`src/rtl/au_exec_ctrl.sv`:
```
`timescale 1ns/1ps
// au_exec_ctrl
//   Single-issue execute controller around a combinational 16-bit add/sub
//   arithmetic unit (AU). Accepts one command at a time over valid/ready,
//   reads operands from an internal 8x16 register file, drives the AU, then
//   captures the AU result/flags and writes the result back.
//
// Ports
//   clk, rst            clock (rising edge), asynchronous active-high reset
//   cmd_valid/ready     command handshake; ready only while IDLE
//   cmd_op              00 ADD, 01 SUB, 10 LDI, 11 CMP
//   cmd_rd/rs1/rs2      destination and source register addresses
//   cmd_imm             immediate for LDI
//   au_op_sel, au_a/b   to AU: 0 add / 1 subtract, operands (registered)
//   au_res, au_v/c/n/z  from AU: result and flags
//   flags               status register {v,c,n,z}
//   done                one-cycle pulse while a command is in writeback
//   dbg_addr/dbg_data   combinational register file read port
module au_exec_ctrl #(
   parameter int NREG = 8,
   parameter int W    = 16
) (
   input  logic         clk,
   input  logic         rst,
   input  logic         cmd_valid,
   output logic         cmd_ready,
   input  logic [1:0]   cmd_op,
   input  logic [2:0]   cmd_rd,
   input  logic [2:0]   cmd_rs1,
   input  logic [2:0]   cmd_rs2,
   input  logic [W-1:0] cmd_imm,
   output logic         au_op_sel,
   output logic [W-1:0] au_a,
   output logic [W-1:0] au_b,
   input  logic [W-1:0] au_res,
   input  logic         au_v,
   input  logic         au_c,
   input  logic         au_n,
   input  logic         au_z,
   output logic [3:0]   flags,
   output logic         done,
   input  logic [2:0]   dbg_addr,
   output logic [W-1:0] dbg_data
);

   typedef enum logic [1:0] {IDLE, EXEC, WB} state_t;
   typedef enum logic [1:0] {OP_ADD = 2'b00, OP_SUB = 2'b01,
                             OP_LDI = 2'b10, OP_CMP = 2'b11} op_t;

   state_t         state_q;
   op_t            op_q;
   op_t            cmd_op_e;
   logic [2:0]     rd_q;
   logic [W-1:0]   imm_q;
   logic [W-1:0]   a_q;
   logic [W-1:0]   b_q;
   logic           sel_q;
   logic [W-1:0]   res_q;
   logic [3:0]     flags_q;
   logic           done_q;
   logic [W-1:0]   regs_q [NREG];

   assign cmd_op_e  = op_t'(cmd_op);
   assign cmd_ready = (state_q == IDLE);
   assign au_op_sel = sel_q;
   assign au_a      = a_q;
   assign au_b      = b_q;
   assign flags     = flags_q;
   assign done      = done_q;
   assign dbg_data  = regs_q[dbg_addr];

   always_ff @(posedge clk or posedge rst) begin
      if (rst) begin
         state_q <= IDLE;
         op_q    <= OP_ADD;
         rd_q    <= '0;
         imm_q   <= '0;
         a_q     <= '0;
         b_q     <= '0;
         sel_q   <= 1'b0;
         res_q   <= '0;
         flags_q <= '0;
         done_q  <= 1'b0;
         for (int unsigned i = 0; i < NREG; i++) begin
            regs_q[i] <= '0;
         end
      end else begin
         case (state_q)
            IDLE: begin
               if (cmd_valid) begin
                  op_q  <= cmd_op_e;
                  rd_q  <= cmd_rd;
                  imm_q <= cmd_imm;
                  if (cmd_op_e == OP_LDI) begin
                     // LDI skips the AU; done rises together with WB entry
                     done_q  <= 1'b1;
                     state_q <= WB;
                  end else begin
                     // Operands are loaded here so the AU sees them for all of EXEC
                     a_q     <= regs_q[cmd_rs1];
                     b_q     <= regs_q[cmd_rs2];
                     sel_q   <= (cmd_op_e == OP_SUB) || (cmd_op_e == OP_CMP);
                     state_q <= EXEC;
                  end
               end
            end
            EXEC: begin
               res_q   <= au_res;
               flags_q <= {au_v, au_c, au_n, au_z};
               sel_q   <= 1'b0;
               done_q  <= 1'b1;
               state_q <= WB;
            end
            WB: begin
               done_q <= 1'b0;
               case (op_q)
                  OP_ADD, OP_SUB: regs_q[rd_q] <= res_q;
                  OP_LDI:         regs_q[rd_q] <= imm_q;
                  default:        ;
               endcase
               state_q <= IDLE;
            end
            default: state_q <= IDLE;
         endcase
      end
   end

endmodule

```
`config.mk`:
```
export PLATFORM = sky130hd
export DESIGN_NAME = au_exec_ctrl
export DESIGN_NICKNAME = d
export VERILOG_FILES = /design/src/rtl/au_exec_ctrl.sv
export SDC_FILE = /design/constraint.sdc
export NUM_CORES = 1
export LEC_CHECK = 0
export ABC_AREA = 0
export CORE_MARGIN = 10
export CORE_UTILIZATION = 58
export CTS_CLUSTER_DIAMETER = 40
export CTS_CLUSTER_SIZE = 24
export DETAILED_ROUTE_END_ITERATION = 7
export PLACE_DENSITY_LB_ADDON = 0.3
export SKIP_LAST_GASP = 1
export SLEW_MARGIN = 40
export SYNTH_ARGS = -nofsm -noshare
export SYNTH_HDL_FRONTEND = slang
export SYNTH_SLANG_ARGS = --single-unit
export TNS_END_PERCENT = 30
```
`constraint.sdc`:
```
create_clock -name clk -period 8.7 [get_ports clk]
set_input_delay 1.74 -clock clk [delete_from_list [all_inputs] [get_ports clk]]
set_output_delay 1.74 -clock clk [all_outputs]
set_load 0.02 [all_outputs]
```
After elaboration in Yosys (flattened, before gate mapping)
Index checks and enable logic that the tools add are counted.

storage, ports and cells
  flip-flop bits (word level) = 205
  input bits = 53
  output and inout bits = 55
  logic and storage cells = 74

cells by class
  bitwise operators = 5
  reductions and logical operators = 13
  equality and inequality tests = 10
  muxes and demuxes = 23
  magnitude comparators = 5

operators with widths
  cell                                                                          count
  128-bit bitwise mux                                                           2
  128-bit one-hot mux with 2 select lines                                       1
  16-bit binary-select mux with 3-bit select                                    3
  16-bit two-way mux                                                            7
  16-bit demux with 3-bit select                                                1
  4-bit >= comparator, second input constant                                    4
  3-bit NOT with 4-bit output                                                   4
  3-bit AND reduction                                                           3
  2-bit == test, second input constant                                          4
  2-bit by 1-bit == test with 1-bit output, second input constant               3
  2-bit zero test                                                               2
  4-bit by 1-bit less-than comparator with 1-bit output, second input constant  1
  1-bit two-way mux                                                             4
  2-bit two-way mux                                                             2
  2-bit != test, second input constant                                          2
  2-bit one-hot mux with 2 select lines                                         1
  2-bit AND reduction                                                           2
  2-bit nonzero test                                                            2
  1-bit one-hot mux with 3 select lines                                         1
  3-bit nonzero test                                                            1
  2-bit by 1-bit != test with 1-bit output, second input constant               1
  1-bit one-hot mux with 2 select lines                                         1
  2-bit OR reduction                                                            1
  1-bit logical AND                                                             1
  other kinds (2)                                                               2

Depth between registers and ports, before layout
Gate-level depths: netlist of the first run.

  depth after elaboration = 7
  mapped depth = 6

Worst setup path after synthesis of the first run
OpenSTA, ideal clock, no wires.

  kind = in2out
  start point = in dbg_addr[0]
  end point = out dbg_data[5]
  cell stages on the path = 4
  data required time = 6.960 ns
  path slack = 3.749 ns
  buffers on the path = 2
  data arrival time = 3.211 ns
  cells stage by stage = clkbuf_1 clkbuf_1 mux4_2 mux2_2

between the ends
  word-level cells in the longest chain between the ends = 4

RTL lines
  what                                                   RTL line  RTL
  start: declaration                                     42        input logic [2:0] dbg_addr,
  3-bit NOT with 4-bit output (not written as such)      70        assign dbg_data = regs_q[dbg_addr];
  16-bit binary-select mux with 3-bit select             70
  16-bit two-way mux (not written as such) (2 in a row)  70
  end: declaration                                       43        output logic [W-1:0] dbg_data

Every way passes these cells. The select of a mux whose other input is x is not followed.

Worst setup path in the final report of the first run
  start point = in dbg_addr[0]
  end point = out dbg_data[15]

Same word-level chain as after synthesis.

==> flow_metrics.py, run 1 <==
metrics = {
    "outcome": {
        "outcome": "finished clean",
    },
    "floorplan": {
        "die_w_um": 157.6,
        "die_area_sq_mm": 0.02484,
        "chipHeight_um": 157.6,
        "core-area_sq_mm": 0.01864,
        "initial_core_util_pct": 58.92,
        "io_pins": 108,
        "core.rowCount": 50,
    },
    "logic_synthesis": {
        "yosys.area.top_type": "dfrtp_1",
        "synth_top_family_by_area": "multiplexers",
        "synth_edf_count": 0,
        "synth_nets": 852,
        "synthAdderAreaFrac_pct": 0,
        "ys_seq_area_share_pct": 46.70,
        "synthFlopType": "dfrtp_1",
        "synthSimpleGateAreaFrac_pct": 2.358,
        "avgSynthCellArea_sq_um": 13.75,
        "synth-xor-area-share_pct": 0,
        "muxShareOfSynthArea_pct": 39.56,
        "synth-compound-area-share_pct": 8.281,
        "synth_largest_type_area_fraction_pct": 46.70,
        "yosysWarnings": 0,
        "synth_area_sq_mm": 0.01098,
        "ys_types": 27,
        "yosysMostFrequentCell": "mux2_2",
        "yosys-top-cells-count": "241 x mux2_2, 205 x dfrtp_1, 64 x mux2i_1",
        "netlist_top_cells_area": "dfrtp_1 47%, mux2_2 25%, mux4_2 6.6%, mux2i_1 5.8%, a22o_1 2.6%",
        "syn_inst": 799,
        "async_reset_ff_share_pct": 100.0,
        "ys_seq_elements": 205,
    },
    "critical_path": {
        "cp.required_ns": 6.96,
        "end_kind": "primary output",
        "start_kind": "input port",
        "critPathKind": "input port to primary output",
        "crit_chain": "buf_2 > buf_4 > mux4_2 > mux2_2 > clkdlybuf4s50_1",
        "max_stage_delay_ns": 0.59,
        "critical_path_arrival_ns": 3.83,
        "slowest_stage": "clkdlybuf4s50_1",
        "critical_path.max_fanout": 32,
    },
    "global_routing": {
        "antenna_found_initial": 0,
        "grt_pass1_wl_um": 47220,
        "grt_pass1_vias": 8444,
        "grt_overflow": 0,
        "grt_max_degree": 134,
        "grtUsageTotal_pct": 24.46,
    },
    "route": {
        "vias_per_cell": 6.760,
        "wl_per_cell_um": 26.30,
        "finalWirelength_um": 30330,
        "drc": 0,
        "first_iter_violations": 551,
        "drtAntennaViolNets": 0,
        "drt_pass1_iterations": 4,
        "num_vias": 7794,
    },
    "power_and_ir_drop": {
        "p_per_area_mw_per_mm2": 345.3,
        "p_leak_nw": 5.755,
        "peakVddDrop_mv": 0.1752,
    },
    "sta": {
        "fin_skew_ns": 0.02293,
        "finalSetupTns_ns": 0,
        "drv_slew": 0,
        "period_share_pct": 63.97,
        "rsz0062_at_grt": "no",
        "finalSetupViolations": 0,
        "max_freq_ghz": 0.1797,
        "timing.slew.headroom_pct": 50.81,
        "finalCriticalPeriod_ns": 5.565,
        "worstMarginPinSlew_ns": 0.7378,
        "hold_violations": 0,
    },
    "clock_tree": {
        "cts_max_level": 2,
        "clk_latency_ns": 0.51,
        "cts_tree": "built",
        "cts_resized": 0,
        "clock_path_buffers": 3,
        "numCtsBuffers": 34,
        "clk_pin_slew_worst_paths_ns": 0.05,
        "root_buffer": "clkbuf_16",
        "post_cts.repair.setup_buffers": 0,
        "cts.sinks": 205,
        "ctsHoldBuffers": 0,
    },
    "cells_and_area": {
        "area_growth_pct": 21.02,
        "finish.utilization_pct": 71.30,
        "nets": 947,
        "drive_gt1_share_pct": 39.76,
        "fillers": 1200,
    },
    "placement": {
        "hpwlAfterDp_um": 18190,
        "gp_congestion": 0.8614,
        "portBuffers": 107,
    },
    "worst_hold_path": {
        "min_path_type": "flip-flop to flip-flop",
    },
    "flow_run": {
        "cap_violations": 0,
    },
}
==> per-stage QoR <==
step,instances,setup WS (ns),instance area [sq um],hold WS (ns),total power [mW]
global placement,1092,2.413,12150,0.4777,3.153
global route,1152,3.057,13290,0.5122,4.797
finish,1153,3.135,13290,0.4953,4.590
detailed placement,1092,3.138,12190,0.4804,3.264
CTS,1152,3.131,13290,0.4995,4.587
floorplan,799,1.364,10980,0.4736,2.693
==> kinds of logic after synthesis <==
kind of cell           Yosys count
AOI/OAI and AO/OA              132
buffers and inverters           68
DFF                            205
muxes                          361
and+or+nand+nor                 33
==> area by class of cell <==
| class | instances | area [sq um] | share of cell area, % |
|---|---|---|---|
| repair buffers | 124 | 1185 | 8.914 |
| diodes | 1 | 2.502 | 0.01883 |
| clock buffers | 42 | 912.1 | 6.862 |
| multi-input cells | 526 | 5559 | 41.82 |
| well taps | 234 | 292.8 | 2.203 |
| flip-flops and latches | 205 | 5130 | 38.59 |
| inverters | 3 | 23.77 | 0.1788 |
| clock inverters | 18 | 187.7 | 1.412 |
==> routing by layer <==
metal | part of all wire [%] | routed length, um | up-vias | track usage (%)
met1 | 39 | 11920 | 4061 | 30.35
li1 | - | - | 3276 | -
met3 | 8.1 | 2461 | 84 | 5.617
met4 | 3.0 | 906 | 0 | 9.662
met5 | 0 | 0 | - | 0
met2 | 50 | 15040 | 373 | 40.66
==> worst max-delay path, delay by kind of cell <==
kind / cells / cell delay, ns
mux: 2 / 0.86
buf+inv: 3 / 1.20
==> flip-flops by register name, summed over array words and instances (netlist names) <==
name	flops
res_q	16
au_a	16
op_q	2
flags	4
au_op_sel	1
au_b	16
rd_q	3
regs_q	128
state_q	2
imm_q	16
done	1
==> where the power goes <==
part	leakage (nW)	internal (mW)	switching, mW	total [mW]
combinational	2.67	0.876	0.682	1.56
sequential	2.56	1.35	0.384	1.74
clock	0.531	0.815	0.481	1.30
total	5.76	3.04	1.55	4.59
==> final timing paths <==
path	from	endpoint	cells past startpoint	slack, ns
min in group asynchronous	rst	imm_q[12]$_DFFE_PP0P_	2	1.78
max in group asynchronous	rst	regs_q[125]$_DFFE_PP0P_	3	5.70
max	dbg_addr[0]	dbg_data[15]	5	3.13
min	done$_DFFE_PP0P_	done$_DFFE_PP0P_	1	0.50
max reg2reg	state_q[0]$_DFFE_PP0P_	regs_q[59]$_DFFE_PP0P_	4	6.61
min reg2reg	done$_DFFE_PP0P_	done$_DFFE_PP0P_	1	0.50
==> cell usage in the layout, fill, tap and decap left out, types with 3 or more instances in the layout <==
cell | netlist | routed
mux2_2 | 241 | 241
dfrtp_1 | 205 | 205
clkdlybuf4s50_1 | 0 | 102
mux2i_1 | 64 | 64
clkbuf_16 | 0 | 35
o21ai_0 | 33 | 33
mux4_2 | 32 | 32
o22ai_1 | 32 | 32
a22o_1 | 32 | 32
o31ai_1 | 32 | 32
mux2_1 | 24 | 24
buf_4 | 4 | 14
clkbuf_1 | 29 | 6
clkinv_4 | 0 | 5
buf_2 | 26 | 5
nor2b_1 | 7 | 4
nand4_1 | 4 | 4
nor4b_4 | 4 | 4
inv_6 | 0 | 4
nand2_2 | 0 | 3
clkinvlp_4 | 0 | 3
clkinv_2 | 0 | 3
buf_6 | 5 | 3
(Power assumes the default switching activity.)
==> inputs of run 2 (changes only) <==
==> constraint.sdc (replaced) <==
create_clock -name clk -period 5.6 [get_ports clk]
set_input_delay 1.12 -clock clk [delete_from_list [all_inputs] [get_ports clk]]
set_output_delay 1.12 -clock clk [all_outputs]
set_load 0.02 [all_outputs]
==> run 2 against run 1 <==
  * Wire length shrank 2.1%
  * Setup slack got worse by 1.9 ns
  * Largest power group unchanged
  * Register-to-register slack got worse by 3.1 ns
  * Final cell count shrank 0.35%
  * Critical path type unchanged
  * Clock skew shrank 0.0078 ns
  * Critical endpoint is now dbg_data[9]
==> flow_metrics.py, run 2 (synthesized netlist as in run 1, its figures left out) <==
metrics = {
    "sta": {
        "fin_skew_ns": 0.01515,
        "finalSetupTns_ns": 0,
        "finalCriticalPeriod_ns": 4.404,
        "period_share_pct": 78.64,
        "finalSetupViolations": 0,
        "worst_slack_ns": 1.196,
        "hold_violations": 0,
        "max_freq_ghz": 0.2271,
        "timing.slew.headroom_pct": 39.20,
        "drv_slew": 0,
        "rsz0062_at_grt": "no",
        "worstMarginPinSlew_ns": 0.9098,
        "hold_ws_ns": 0.5007,
    },
    "placement": {
        "portBuffers": 107,
        "gp_congestion": 0.8509,
        "pre_cts_ws_ns": 1.206,
        "postPlaceCellArea_sq_mm": 0.01227,
        "hpwlAfterDp_um": 18340,
    },
    "cells_and_area": {
        "layout_common_cells": "241 x mux2_2, 205 x dfrtp_1, 104 x clkdlybuf4s50_1",
        "multi_input_area_sq_mm": 0.005557,
        "layout_commonest_cell": "mux2_2",
        "final_area_sq_mm": 0.01328,
        "fillers": 1225,
        "largest_register_ffs": 128,
        "area_growth_pct": 20.89,
        "largest_register": "regs_q",
        "nets": 945,
        "area.sequential_sq_mm": 0.005130,
        "drive_gt1_share_pct": 39.72,
    },
    "power_and_ir_drop": {
        "peakVddDrop_mv": 0.3338,
        "power_mw": 6.992,
        "p_per_area_mw_per_mm2": 526.5,
        "p_leak_nw": 5.747,
    },
    "route": {
        "num_vias": 7647,
        "wl_met1_um": 11750,
        "drc": 0,
        "drtAntennaViolNets": 0,
        "finalWirelength_um": 29680,
        "first_iter_violations": 490,
        "wl_met3_um": 2486,
        "drt_pass1_iterations": 5,
        "wl_per_cell_um": 25.83,
        "vias_per_cell": 6.655,
        "highest_layer": "met4",
        "wl_met2_um": 14420,
    },
    "clock_tree": {
        "cts_tree": "built",
        "cts.sinks": 205,
        "clk_pin_slew_worst_paths_ns": 0.06,
        "cts_max_level": 1,
        "ctsHoldBuffers": 0,
        "clk_latency_ns": 0.54,
        "numCtsBuffers": 29,
        "post_cts.repair.setup_buffers": 0,
        "root_buffer": "clkbuf_16",
        "cts_resized": 0,
        "clock_path_buffers": 3,
    },
    "floorplan": {
        "chipHeight_um": 157.6,
        "io_pins": 108,
        "die_area_sq_mm": 0.02484,
        "initial_core_util_pct": 58.92,
        "core.rowCount": 50,
        "core-area_sq_mm": 0.01864,
        "die_w_um": 157.6,
    },
    "critical_path": {
        "r2r_end": "regs_q[57]$_DFFE_PP0P_",
        "reg2regPathDepth": 4,
        "cp.required_ns": 4.48,
        "max_stage_delay_ns": 0.55,
        "critical_path.top_delay_family": "buffers and inverters",
        "cp_common_cell": "clkdlybuf4s50_1",
        "critical_path.max_fanout": 32,
        "r2r_start": "state_q[0]$_DFFE_PP0P_",
        "slowest_stage": "clkdlybuf4s50_1",
        "end_kind": "primary output",
        "r2r_slack_ns": 3.52,
        "crit_chain": "clkdlybuf4s50_1 > buf_12 > mux4_2 > mux2_2 > clkdlybuf4s50_1",
        "critical_path_arrival_ns": 3.28,
        "path_buf_inv": 3,
        "critPathKind": "input port to primary output",
        "start_kind": "input port",
    },
    "global_routing": {
        "grt_max_degree": 95,
        "grt_pass1_vias": 8458,
        "antenna_found_initial": 0,
        "grt_pass1_wl_um": 47120,
        "grtUsageTotal_pct": 24.21,
        "grt_overflow": 0,
    },
    "worst_hold_path": {
        "min_path_type": "flip-flop to flip-flop",
        "min_to": "imm_q[12]$_DFFE_PP0P_",
        "hold_depth": 1,
        "min-delay-start": "imm_q[12]$_DFFE_PP0P_",
    },
    "outcome": {
        "outcome": "finished clean",
    },
    "flow_run": {
        "cap_violations": 0,
    },
}
==> run 2: cell types whose count changed in the layout (fill, tap and decap cells not counted), sizes merged <==
cell,change
clkbuf,-10
clkinv,-5
bufinv,+1
inv,+7
clkdlybuf4s50,+2
buf,+1
==> run 2: worst register-to-register path, cell delays in order, from the launching register on <==
cell and delay [ns]:
dfrtp_1 0.45, nand2b_1 0.37, nor4b_4 0.34, buf_4 0.39
mux2_2 0.40
==> run 2: layout make-up <==
cell class	count	share of cell area (%)
sequential	205	38.63
clock inverter	21	1.884
antenna	1	0.01884
clock buffer	32	5.701
inverter	3	0.1131
timing repair buffer	127	9.601
tap	234	2.205
multi-input combinational	526	41.84
==> run 2: stage by stage <==
stage | instances | utilization (%)
2_1_floorplan | 799 | -
3_3_place_gp | 1094 | 65.51
3_5_place_dp | 1095 | 65.80
4_1_cts | 1148 | 71.20
5_1_grt | 1148 | 71.21
6_report | 1149 | 71.23
==> run 2: worst max path at each step <==
| stage | depth (start not counted) | slack, ns | startpoint | end |
|---|---|---|---|---|
| after CTS | 5 | 1.18 | dbg_addr[1] | dbg_data[9] |
| after global placement | 5 | 1.22 | dbg_addr[1] | dbg_data[9] |
| final | 5 | 1.20 | dbg_addr[1] | dbg_data[9] |
| after detailed placement | 5 | 1.21 | dbg_addr[1] | dbg_data[9] |
| after floorplan | 1 | 1.82 | rst | au_a[0]$_DFFE_PP0P_ |
| after global routing | 5 | 1.13 | dbg_addr[1] | dbg_data[9] |
==> run 2: where the power goes <==
part	switching (mW)	total [mW]	internal [mW]
clock	0.744	1.89	1.15
combinational	1.06	2.42	1.37
sequential	0.579	2.68	2.10
total	2.38	6.99	4.61
==> run 2: routing by layer <==
| metal | track usage, % | vias up |
|---|---|---|
| li1 | - | 3261 |
| met1 | 30.11 | 3952 |
| met2 | 40.40 | 346 |
| met3 | 5.400 | 88 |
| met4 | 9.394 | 0 |
| met5 | 0 | - |
==> inputs of run 3 (changes only) <==
==> constraint.sdc (replaced) <==
create_clock -name clk -period 4.5 [get_ports clk]
set_input_delay 0.9 -clock clk [delete_from_list [all_inputs] [get_ports clk]]
set_output_delay 0.9 -clock clk [all_outputs]
set_load 0.02 [all_outputs]
==> run 3 against run 2 <==
  * Hold slack got worse by 0.0027 ns
  * Register-to-register slack worse by 1.2 ns
  * Core utilization grew 0.59 points
  * First-iteration DRC count increased by 13%
  * Via count increased by 1.1%
  * Die area unchanged
  * Critical path depth stayed put
  * Global-route usage is 0.26 points higher
  * Sequential cell count unchanged
  * Wire length is 1.2% higher
  * Total power rose by 27%
  * Critical path type unchanged
  * Largest power group unchanged
==> flow_metrics.py, run 3 (synthesized netlist as in run 1, its figures left out) <==
metrics = {
    "outcome": {
        "outcome": "finished clean",
    },
    "sta": {
        "max_freq_ghz": 0.2516,
        "hold_ws_ns": 0.4980,
        "drv_slew": 0,
        "timing.slew.headroom_pct": 54.97,
        "worstMarginPinSlew_ns": 0.6755,
        "finalSetupTns_ns": 0,
        "rsz0062_at_grt": "no",
        "fin_skew_ns": 0.01514,
        "hold_violations": 0,
        "finalSetupViolations": 0,
        "worst_slack_ns": 0.5250,
        "period_share_pct": 88.33,
        "finalCriticalPeriod_ns": 3.975,
    },
    "cells_and_area": {
        "multi_input_area_sq_mm": 0.005559,
        "area.sequential_sq_mm": 0.005130,
        "n_antenna_cell": 0,
        "drive_gt1_share_pct": 39.91,
        "fin_cells": 1156,
        "area_growth_pct": 21.89,
        "nets": 950,
        "layout_common_cells": "241 x mux2_2, 205 x dfrtp_1, 104 x clkdlybuf4s50_1",
        "largest_register": "regs_q",
        "largest_register_ffs": 128,
        "layout_commonest_cell": "mux2_2",
        "fillers": 1212,
        "finish.utilization_pct": 71.82,
    },
    "clock_tree": {
        "cts.sinks": 205,
        "ctsHoldBuffers": 0,
        "clock_path_buffers": 3,
        "clk_pin_slew_worst_paths_ns": 0.05,
        "cts_resized": 0,
        "root_buffer": "clkbuf_16",
        "clk_latency_ns": 0.50,
        "cts_max_level": 2,
        "post_cts.repair.setup_buffers": 0,
        "numCtsBuffers": 34,
        "cts_tree": "built",
    },
    "floorplan": {
        "core-area_sq_mm": 0.01864,
        "initial_core_util_pct": 58.92,
        "chipHeight_um": 157.6,
        "io_pins": 108,
        "die_w_um": 157.6,
        "die_area_sq_mm": 0.02484,
        "core.rowCount": 50,
    },
    "power_and_ir_drop": {
        "internal_power_mw": 5.905,
        "combPwrFrac_pct": 34.2,
        "p_per_area_mw_per_mm2": 661.4,
        "switchingPower_mw": 2.950,
        "p_leak_nw": 5.805,
        "p_seq_share_pct": 37.6,
        "peakVddDrop_mv": 0.3014,
        "clock_power_share_pct": 28.1,
        "p_sw_share_pct": 33.32,
    },
    "critical_path": {
        "cp_common_cell": "clkdlybuf4s50_1",
        "cp.required_ns": 3.60,
        "r2r_start": "state_q[0]$_DFFE_PP0P_",
        "crit_path_end": "dbg_data[9]",
        "r2r_end": "au_b[11]$_DFFE_PP0P_",
        "critPathKind": "input port to primary output",
        "r2r_slack_ns": 2.31,
        "critical_path.max_fanout": 32,
        "slowest_stage": "mux4_2",
        "end_kind": "primary output",
        "worstSetupPathDepth": 5,
        "crit_chain": "clkdlybuf4s50_1 > buf_12 > mux4_2 > mux2_2 > clkdlybuf4s50_1",
        "critical_path.top_delay_family": "buffers and inverters",
        "max_stage_delay_ns": 0.55,
        "crit_path_start": "dbg_addr[1]",
        "start_kind": "input port",
        "path_buf_inv": 3,
        "reg2regPathDepth": 4,
        "critical_path_arrival_ns": 3.07,
    },
    "placement": {
        "pre_cts_ws_ns": 0.5366,
        "dpl.cell_count": 1094,
        "portBuffers": 107,
        "gp_congestion": 0.8395,
        "hpwlAfterDp_um": 18540,
    },
    "route": {
        "drc": 0,
        "finalWirelength_um": 30040,
        "drt_pass1_iterations": 5,
        "vias_per_cell": 6.688,
        "num_vias": 7731,
        "wl_per_cell_um": 25.99,
        "drtAntennaViolNets": 0,
        "first_iter_violations": 553,
    },
    "global_routing": {
        "grt_pass1_vias": 8412,
        "antenna_found_initial": 0,
        "grt_overflow": 0,
        "grtUsageTotal_pct": 24.47,
        "grt_pass1_wl_um": 47310,
        "grt_max_degree": 151,
    },
    "worst_hold_path": {
        "min_path_type": "flip-flop to flip-flop",
    },
    "flow_run": {
        "cap_violations": 0,
    },
}
run 3: changes by cell type in the layout (fill, tap and decap cells not counted), sizes merged:
| cell | previous run | this run |
|---|---|---|
| bufinv | 3 | 2 |
| clkbuf | 32 | 43 |
| clkinv | 3 | 10 |
| clkinvlp | 3 | 2 |
| diode | 1 | 0 |
| inv | 15 | 7 |
run 3: worst reg2reg max path, delay by kind of cell (launching register included):
kind	cells	cell delay, ns
compound gates	1	0.28
buf+inv	1	0.31
flops	1	0.45
simple gates	2	1.06
run 3: power groups by stage:
stage               Sequential (mW)  Clock (mW)  Combinational (mW)
finish                         3.33        2.49                3.03
global route                   3.42        2.61                3.25
CTS                            3.29        2.52                3.04
detailed placement             3.32           0                3.01
global placement               3.22           0                2.86
floorplan                      3.23           0                1.98
run 3: metrics by stage:
step,power [mW],area [sq um]
3_5_place_dp,6.324,12260
5_1_grt,9.287,13390
2_1_floorplan,5.208,10990
4_1_cts,8.852,13360
6_report,8.855,13390
3_3_place_gp,6.085,12230
run 3: final cells by class:
| class | instances | area share, % |
|---|---|---|
| timing repair buffer | 127 | 9.663 |
| clock inverter | 18 | 1.290 |
| inverter | 3 | 0.1121 |
| multi-input combinational | 526 | 41.52 |
| clock buffer | 43 | 6.915 |
| sequential | 205 | 38.31 |
| tap | 234 | 2.187 |
run 3: how the worst min path moves through the flow:
stage                              start                    to  slack, ns  cells after the start
floorplan           imm_q[6]$_DFFE_PP0P_  imm_q[6]$_DFFE_PP0P_       0.47                      1
global placement        done$_DFFE_PP0P_      done$_DFFE_PP0P_       0.48                      1
detailed placement      done$_DFFE_PP0P_      done$_DFFE_PP0P_       0.49                      1
CTS                 imm_q[9]$_DFFE_PP0P_  imm_q[9]$_DFFE_PP0P_       0.50                      1
global route        imm_q[9]$_DFFE_PP0P_  imm_q[9]$_DFFE_PP0P_       0.51                      1
finish              imm_q[9]$_DFFE_PP0P_  imm_q[9]$_DFFE_PP0P_       0.50                      1
run 3: per-layer routing:
layer  global-route usage (%)  wire length [um]
met5                        0                 0
met2                    41.01             14810
met4                    9.484               959
met1                    30.25             11700
met3                    5.455              2575
